--- config.mk ---
export PLATFORM = sky130hd
export DESIGN_NAME = int_vect
export DESIGN_NICKNAME = d
export VERILOG_FILES = /design/src/rtl/vic_pkg.sv /design/src/rtl/prio_enc.sv /design/src/rtl/int_vect.sv
export SDC_FILE = /design/constraint.sdc
export NUM_CORES = 1
export LEC_CHECK = 0
export BUFFER_PORTS_ARGS = -buffer_cell sky130_fd_sc_hd__clkbuf_2
export CAP_MARGIN = 25
export CORE_AREA = 2 2 286 288
export CTS_CLUSTER_SIZE = 12
export DETAILED_ROUTE_END_ITERATION = 16
export DIE_AREA = 0 0 288 290
export PLACE_DENSITY = 0.43
export REMOVE_ABC_BUFFERS = 1
export SYNTH_ARGS = -nofsm -noshare
export SYNTH_HDL_FRONTEND = slang
export SYNTH_SLANG_ARGS = --single-unit
export TNS_END_PERCENT = 50
--- constraint.sdc ---
create_clock -name clk -period 5.4 [get_ports clk]
set_input_delay 1.08 -clock clk [delete_from_list [all_inputs] [get_ports clk]]
set_output_delay 1.08 -clock clk [all_outputs]
set_load 0.01 [all_outputs]
--- src/rtl/vic_pkg.sv ---
// Shared VIC constants: default slot count, level encodings and VectCntl field layout.
package vic_pkg;

    localparam int DEF_NUM_VECT = 16;
    localparam int DEF_LVL_W    = 5;

    localparam int LVL_DEF  = DEF_NUM_VECT;
    localparam int LVL_NONE = DEF_NUM_VECT + 1;

    localparam int CNTL_W  = 6;
    localparam int EN_BIT  = 5;
    localparam int SRC_LSB = 0;
    localparam int SRC_W   = 5;

endpackage : vic_pkg

--- src/rtl/prio_enc.sv ---
// Lowest-set-bit priority encoder: index of the least significant set bit plus a valid flag.
module prio_enc #(
    parameter int W     = 16,
    parameter int IDX_W = 5
) (
    input  logic [W-1:0]     vec_i,
    output logic [IDX_W-1:0] idx_o,
    output logic             valid_o
);

    logic [W-1:0] low_s;

    // Isolate the lowest set bit, then OR together the indices of the (single) one-hot bit.
    always_comb begin
        low_s   = vec_i & (~vec_i + {{(W-1){1'b0}}, 1'b1});
        idx_o   = {IDX_W{1'b0}};
        valid_o = |vec_i;
        for (int i = 0; i < W; i++) begin
            idx_o = idx_o | (low_s[i] ? IDX_W'(i) : {IDX_W{1'b0}});
        end
    end

endmodule : prio_enc

--- src/rtl/int_vect.sv ---
// Vectored IRQ resolver with an in-service priority stack; only strictly higher
// priority requests than the one in service can raise irq_out.
module int_vect
    import vic_pkg::*;
#(
    parameter int NUM_VECT = DEF_NUM_VECT,
    parameter int LVL_W    = DEF_LVL_W
) (
    input  logic                     clk,
    input  logic                     rst,
    input  logic [31:0]              IRQStatus,
    input  logic [NUM_VECT*6-1:0]    top_reg_VICVectCntl,
    input  logic [NUM_VECT*32-1:0]   top_reg_VICVectAddr,
    input  logic [31:0]              top_reg_VICDefVectAddr,
    input  logic                     vect_ack,
    input  logic                     vect_eoi,
    output logic                     irq_out,
    output logic [31:0]              vect_reg_VICVectAddr,
    output logic [LVL_W-1:0]         vect_level,
    output logic [NUM_VECT:0]        in_service
);

    localparam logic [LVL_W-1:0]  L_DEF  = LVL_W'(NUM_VECT);
    localparam logic [LVL_W-1:0]  L_NONE = LVL_W'(NUM_VECT + 1);
    localparam logic [NUM_VECT:0] ISV_ONE = {{NUM_VECT{1'b0}}, 1'b1};

    logic [NUM_VECT-1:0] hit_s;
    logic [NUM_VECT-1:0] qual_s;
    logic [31:0]         claimed_s;
    logic [SRC_W-1:0]    src_s;
    logic                def_hit_s;
    logic                def_qual_s;

    logic [LVL_W-1:0]    isv_idx_s;
    logic                isv_valid_s;
    logic [LVL_W-1:0]    cur_s;
    logic [LVL_W-1:0]    win_idx_s;
    logic                win_valid_s;
    logic [31:0]         slot_addr_s;

    logic                irq_d,   irq_q;
    logic [31:0]         addr_d,  addr_q;
    logic [LVL_W-1:0]    level_d, level_q;
    logic [NUM_VECT:0]   isv_d,   isv_q;

    // Slot decode: per-slot hits and the set of sources claimed by any enabled slot.
    always_comb begin
        hit_s     = {NUM_VECT{1'b0}};
        claimed_s = 32'h0;
        src_s     = {SRC_W{1'b0}};
        for (int i = 0; i < NUM_VECT; i++) begin
            src_s = top_reg_VICVectCntl[i*CNTL_W+SRC_LSB +: SRC_W];
            if (top_reg_VICVectCntl[i*CNTL_W+EN_BIT]) begin
                hit_s[i]         = IRQStatus[src_s];
                claimed_s[src_s] = 1'b1;
            end else begin
                hit_s[i] = 1'b0;
            end
        end
        def_hit_s = |(IRQStatus & ~claimed_s);
    end

    prio_enc #(.W(NUM_VECT + 1), .IDX_W(LVL_W)) u_isv_enc (
        .vec_i   (isv_q),
        .idx_o   (isv_idx_s),
        .valid_o (isv_valid_s)
    );

    // Qualification against the current in-service level.
    always_comb begin
        cur_s      = isv_valid_s ? isv_idx_s : L_NONE;
        qual_s     = {NUM_VECT{1'b0}};
        for (int i = 0; i < NUM_VECT; i++) begin
            qual_s[i] = hit_s[i] && (LVL_W'(i) < cur_s);
        end
        def_qual_s = def_hit_s && !isv_valid_s;
    end

    prio_enc #(.W(NUM_VECT), .IDX_W(LVL_W)) u_qual_enc (
        .vec_i   (qual_s),
        .idx_o   (win_idx_s),
        .valid_o (win_valid_s)
    );

    // Winning-slot address mux.
    always_comb begin
        slot_addr_s = 32'h0;
        for (int i = 0; i < NUM_VECT; i++) begin
            if (win_idx_s == LVL_W'(i)) begin
                slot_addr_s = top_reg_VICVectAddr[i*32 +: 32];
            end else begin
                slot_addr_s = slot_addr_s;
            end
        end
    end

    // Resolution and in-service update; EOI clears the old lowest bit before the ack bit is ORed in.
    always_comb begin
        irq_d   = 1'b0;
        addr_d  = top_reg_VICDefVectAddr;
        level_d = L_NONE;
        isv_d   = isv_q;

        if (win_valid_s) begin
            irq_d   = 1'b1;
            addr_d  = slot_addr_s;
            level_d = win_idx_s;
        end else if (def_qual_s) begin
            irq_d   = 1'b1;
            addr_d  = top_reg_VICDefVectAddr;
            level_d = L_DEF;
        end else begin
            irq_d   = 1'b0;
            addr_d  = top_reg_VICDefVectAddr;
            level_d = L_NONE;
        end

        if (vect_eoi) begin
            isv_d = isv_d & (isv_d - ISV_ONE);
        end else begin
            isv_d = isv_d;
        end

        if (vect_ack && irq_q) begin
            isv_d = isv_d | (ISV_ONE << level_q);
        end else begin
            isv_d = isv_d;
        end
    end

    // Output and in-service registers.
    always_ff @(posedge clk or posedge rst) begin
        if (rst) begin
            irq_q   <= 1'b0;
            addr_q  <= 32'h0;
            level_q <= L_NONE;
            isv_q   <= {(NUM_VECT+1){1'b0}};
        end else begin
            irq_q   <= irq_d;
            addr_q  <= addr_d;
            level_q <= level_d;
            isv_q   <= isv_d;
        end
    end

    assign irq_out              = irq_q;
    assign vect_reg_VICVectAddr = addr_q;
    assign vect_level           = level_q;
    assign in_service           = isv_q;

endmodule : int_vect

## After elaboration in Yosys (flattened, before gate mapping)

Cells that the tools add are included.

- Mux-type cells: 151
- Magnitude comparators: 48
- Equality and inequality tests: 15
- Bitwise operators: 52
- Shift-type cells: 1
- Reduce and logical (&&, ||, !) cells: 39
- Add/subtract/negate cells: 3

Operators with widths:

| cell | count |
|---|---|
| $mux 32 | 33 |
| $or 32x32->32 | 15 |
| $or 5x5->5 | 26 |
| $lt 5x6->1 const B | 16 |
| $bmux 1 s5 | 16 |
| $demux 1 s5 | 16 |
| $ge 5x1->1 const B | 16 |
| $mux 4 | 16 |
| $mux 1 | 53 |
| $eq 5x4->1 const B | 8 |
| $lt 4x5->1 const A | 8 |
| $and 17x17->17 | 2 |
| $logic_and 1x1->1 | 34 |
| $mux 17 | 2 |
| $and 32x32->32 | 1 |
| $not 32->32 | 1 |
| $reduce_or 32->1 | 1 |
| $mux 3 | 8 |
| $eq 5x3->1 const B | 4 |
| $lt 3x5->1 const A | 4 |
| $add 17x1->17 const B | 1 |
| $not 17->17 | 1 |
| $or 17x17->17 | 1 |
| $reduce_or 17->1 | 1 |
| other kinds (15) | 25 |

- Register bits after elaboration: 55
- Output and inout bits: 55
- Bits of input ports: 676

## Depth between registers and ports, before layout

- Word-level depth: 58
- Mapped depth: 21

## Hierarchy

A second synthesis with hierarchy kept.

- Cells, all modules: 2118
- Area total of the unflattened synthesis: 15598.7 um^2

By module, submodules not included:

| module | sequential area each (um^2) | instances | area each (um^2) | cells an instance |
|---|---|---|---|---|
| int_vect | 1378.8 | 1 | 15172.1 | 2052 |
| prio_enc (u_qual_enc) | 0.0 | 1 | 220.2 | 34 |
| prio_enc (u_isv_enc) | 0.0 | 1 | 206.4 | 32 |

## Least setup slack after synthesis

Ideal clock, no wire load.

- Kind: in2reg
- From: in top_reg_VICVectCntl[25]
- To: reg addr_q[29], in the netlist vect_reg_VICVectAddr[29]
- Path buffers: 3
- Required time: 5276 ps
- Data arrival time: 4426 ps
- Setup slack: 850 ps
- Cell stages on the path: 18
- Path through: buf_2 buf_2 mux2i_1 nor3_1 nor4_1 nand4_1 o21ai_2 and4_1 nand4_2 nor3_4 nor3_2 inv_2 buf_4 mux2_2 a32o_1 o22ai_1 a31oi_1 a211o_1

- Cells in the longest elaborated chain, start to end: 38
- Elaborated cells between the ends (all ways): 65

Ends and longest elaborated chain:

| element | RTL line | source |
|---|---|---|
| from (decl) | int_vect.sv:12 | `input logic [NUM_VECT*6-1:0] top_reg_VICVectCntl,` |
| $bmux 1 s5 * | int_vect.sv:54 | `hit_s[i] = IRQStatus[src_s];` |
| $mux 1 (not written as such) * | int_vect.sv:54 |  |
| $mux 1 * | int_vect.sv:53 | `if (top_reg_VICVectCntl[i*CNTL_W+EN_BIT]) begin` |
| $logic_and 1x1->1 * | int_vect.sv:74 | `qual_s[i] = hit_s[i] && (LVL_W'(i) < cur_s);` |
| $not 16->16 | prio_enc.sv:15 | `low_s = vec_i & (~vec_i + {{(W-1){1'b0}}, 1'b1});` |
| $add 16x1->16 | prio_enc.sv:15 |  |
| $and 16x16->16 | prio_enc.sv:15 |  |
| $mux 3 | prio_enc.sv:19 | `idx_o = idx_o \| (low_s[i] ? IDX_W'(i) : {IDX_W{1'b0}});` |
| $or 5x5->5 (10 in a row) | prio_enc.sv:19 |  |
| $or 5x4->5 (2 in a row) | prio_enc.sv:19 |  |
| $logic_not 5->1 | int_vect.sv:89 | `if (win_idx_s == LVL_W'(i)) begin` |
| $mux 32 (16 in a row) | int_vect.sv:89 |  |
| $mux 32 * | int_vect.sv:104 | `if (win_valid_s) begin` |
| via addr_d[29] | int_vect.sv:42 | `logic [31:0] addr_d, addr_q;` |
| to (signal assigned) | int_vect.sv:140 | `addr_q <= addr_d;` |
| to (decl) | int_vect.sv:42 |  |

The timed path passes the listed nets; every way through them passes the cells marked *. The select of a mux whose other input is x is not followed.

## Final worst setup path

- From: in IRQStatus[9]
- To: reg addr_q[11], in the netlist vect_reg_VICVectAddr[11]

- Cells in the longest elaborated chain, start to end: 40
- Elaborated cells between the ends (all ways): 130

Ends and longest elaborated chain:

| element | RTL line | source |
|---|---|---|
| from (decl) | int_vect.sv:11 | `input logic [31:0] IRQStatus,` |
| $bmux 1 s5 | int_vect.sv:54 |  |
| $mux 1 (not written as such) | int_vect.sv:54 |  |
| $mux 1 | int_vect.sv:53 |  |
| $logic_and 1x1->1 | int_vect.sv:74 |  |
| $not 16->16 | prio_enc.sv:15 |  |
| $add 16x1->16 | prio_enc.sv:15 |  |
| $and 16x16->16 | prio_enc.sv:15 |  |
| $mux 1 or $mux 2 (tied branches) | prio_enc.sv:19 |  |
| $or 5x5->5 (12 in a row) | prio_enc.sv:19 |  |
| $or 5x4->5 (2 in a row) | prio_enc.sv:19 |  |
| $logic_not 5->1 | int_vect.sv:89 |  |
| $mux 32 (16 in a row) | int_vect.sv:89 |  |
| $mux 32 * | int_vect.sv:104 |  |
| via addr_d[11] | int_vect.sv:42 |  |

Marks and branches as above.

==> impl_metrics.toml <==
[outcome]
status = "complete, but fails checks"
failed_checks = "setup timing"

[hold_path]
hold_class = "reg2reg"
min_to = "in_service[16]$_DFF_PP0_"
holdCritStartpoint = "vect_level[4]$_DFF_PP1_"
hold_path_depth = 2

[place]
port_buffers = 730
dp_cells = 4477
dpl_cell_area_um2 = 25200
place_hpwl_mm = 157
place.gp.congestion = 1.12

[power_and_ir_drop]
pwr-share-comb_pct = 91.9
leakagePower_nw = 11.5
irDropWorstVdd_mv = 0.432
p_sw_mw = 9.56
pwr-share-seq_pct = 5.7
internal_power_mw = 6.73
totalPowerFinal_mw = 16.3
swShare_pct = 58.7
pwr-share-clk_pct = 2.4
p_per_area_nw_per_um2 = 637

[drt]
dr_total_vias = 28600
via_per_inst = 6.32
wirelength_mm = 184
wl_per_cell_um = 40.8
drtIter0Drc = 4481
wl_met2_mm = 80.4
wl_met3_mm = 19.5
dr.pass1.iters = 7
wl_met1_mm = 70.4
ant_nets = 0
drc = 0
top_layer = "met5"

[critical_path]
reg2reg_depth = 17
critical_path_class = "in2reg"
end_kind = "register"
r2r_slack_ps = 250
cp.arrival_ps = 5640
required_ps = 5640
rr_endpoint = "vect_reg_VICVectAddr[1]$_DFF_PP0_"
cp-start-kind = "input pin"
r2r_start = "in_service[2]$_DFF_PP0_"
startpoint = "IRQStatus[9]"
critPathMaxFanout = 8

[timing]
fin_setup_tns_ps = -8.07
fin_crit_sh_pct = 100
fmax_mhz = 185
setup_ws_ps = -6.52
worst_slew_pin_slew_ps = 972
grt_setup_unrepaired = "no"
fin_worst_skew_ps = 9.86
slew_headroom_pct = 34.3
setup_violations = 2
period_minus_slack_ps = 5410
slew_viol_final = 0
finalHoldViolations = 0

[global_route]
grt_remaining_overflow = 0
antenna_found_initial = 51
grt_pass1_vias = 27200
grt_pass1_wl_mm = 243
grt_max_degree = 38
grt_usage_pct = 42.2

[logic_synthesis]
synth.area.top_cells = "mux2i_1, o22ai_1, dfrtp_1, nor2_1, nand2_1"
synth_edf_count = 0
yosysWarnings = 0
ys_top_cells_by_count = "mux2i_1, o22ai_1, nor2_1, nand2_1, clkbuf_1"
seq_area_frac_synth_pct = 8.29
yosysTopAreaCell = "mux2i_1"
synthFlopType = "dfrtp_1"
synth.avg_cell_area_um2 = 6.99
netlist_instances = 2378
async_reset_ff_share_pct = 100
synth_cell_types = 102
synth_area_um2 = 16600
ys_ff_latch = 55
yosysMostFrequentCell = "mux2i_1"
yosysTopAreaCellShare_pct = 14.1

[final_layout]
layout.cells.non_filler = 4518
synthToLayoutAreaGrowth_pct = 53.7
final_cell_area_um2 = 25600
fillers = 8953
final_layout_size_suffix_gt1_share_pct = 42.3
layout.nets = 4103

[floorplan]
ios = 731
core_area_um2 = 80200
initial_core_util_pct = 20.7
num_rows = 104
chipHeight_um = 290
die-area_um2 = 83500
die_width_um = 288

[clocking]
cts_made_buffers = 5
max-clock-path-buffers = 2
cts_tree = "built"
clock_latency_ps = 350
h-tree-depth = 2
clkTransAtPathRegs_ps = 90
cts_num_sinks = 55
root_buffer = "clkbuf_16"

[run]
maxCapViolCount = 0
==> flip-flops by register name (all words and copies together) (netlist names) <==
signal                flops
in_service               17
irq_out                   1
vect_reg_VICVectAddr     32
vect_level                5
==> critical path, cell delays in order <==
cell and delay (ps):
clkbuf_2 240, buf_4 230, mux4_2 440, nor2b_1 150
o21ai_1 260, and3_4 310, buf_12 120, nor2_1 40
a21oi_1 180, buf_4 160, nand4_2 140, buf_4 190
nor3_4 290, nor3_4 100, buf_12 160, nand3_2 90
buf_4 130, buf_4 160, o21ai_1 100, o31ai_1 590
o211ai_1 200, nand3_1 270
==> layout make-up <==
class	count	area, um^2	area share, %
multi-input combinational	2042	14200	55.5
tap	1060	1330	5.19
timing repair buffer	1296	8340	32.6
clock buffer	5	125	0.490
clock inverter	3	22.5	0.0881
sequential	55	1380	5.39
inverter	27	104	0.406
antenna	30	75.1	0.294
==> cell families (layout without fill, tap and decap cells) <==
logic type,count (synthesis),count (layout),synth area share (%)
flops,55,55,8.29
other cells,0,30,0
buf+inv,281,1331,7.36
simple gates,921,921,30.3
mux,273,273,18.1
compound gates,848,848,36.0
==> metal layers <==
layer / track usage [%] / vias to the layer above
met5: 0 / -
met4: 24.6 / 16
met3: 11.4 / 571
met2: 65.8 / 2287
met1: 51.9 / 14000
li1: - / 11600
==> power groups by stage <==
| stage | clock [mW] | combinational [mW] | sequential (mW) |
|---|---|---|---|
| 4_1_cts | 0.398 | 14.5 | 0.918 |
| 3_5_place_dp | 0 | 14.4 | 0.927 |
| 3_3_place_gp | 0 | 14.4 | 0.933 |
| 2_1_floorplan | 0 | 5.56 | 0.903 |
| 6_report | 0.392 | 15.0 | 0.924 |
| 5_1_grt | 0.405 | 15.3 | 0.939 |
==> through the flow <==
stage	util (%)	worst slack (ps)	hold WS [ps]
floorplan	-	-1240	526
global placement	31.5	-681	543
detailed placement	31.5	-699	533
CTS	31.7	-43.6	566
global route	31.8	7.81	580
finish	31.9	-6.52	571
==> repair_timing <==
action                     in CTS  in global routing
pin swaps                       5                  7
setup buffers                   0                  3
resized for setup              10                 13
hold buffers                    0                  0
setup endpoints to repair       8                 23
==> cells in the final DEF, fill, tap and decap left out, types with 35 or more instances in the layout <==
cell type / instances
clkbuf_2: 729
buf_4: 529
mux2i_1: 234
o22ai_1: 233
nor2_1: 184
nand2_1: 178
o21ai_0: 118
nand3_1: 106
nor3_1: 80
a21oi_1: 79
nand3b_1: 72
dfrtp_1: 53
o221ai_1: 45
nand2b_1: 43
o32ai_1: 35
==> worst max path at each step <==
stage	to	cells after the start
3_3_place_gp	vect_reg_VICVectAddr[7]$_DFF_PP0_	21
6_report	vect_reg_VICVectAddr[11]$_DFF_PP0_	22
2_1_floorplan	vect_reg_VICVectAddr[29]$_DFF_PP0_	14
5_1_grt	vect_reg_VICVectAddr[24]$_DFF_PP0_	22
3_5_place_dp	vect_reg_VICVectAddr[7]$_DFF_PP0_	21
4_1_cts	vect_reg_VICVectAddr[26]$_DFF_PP0_	22
Note: power is estimated with default switching activity, not from simulation.
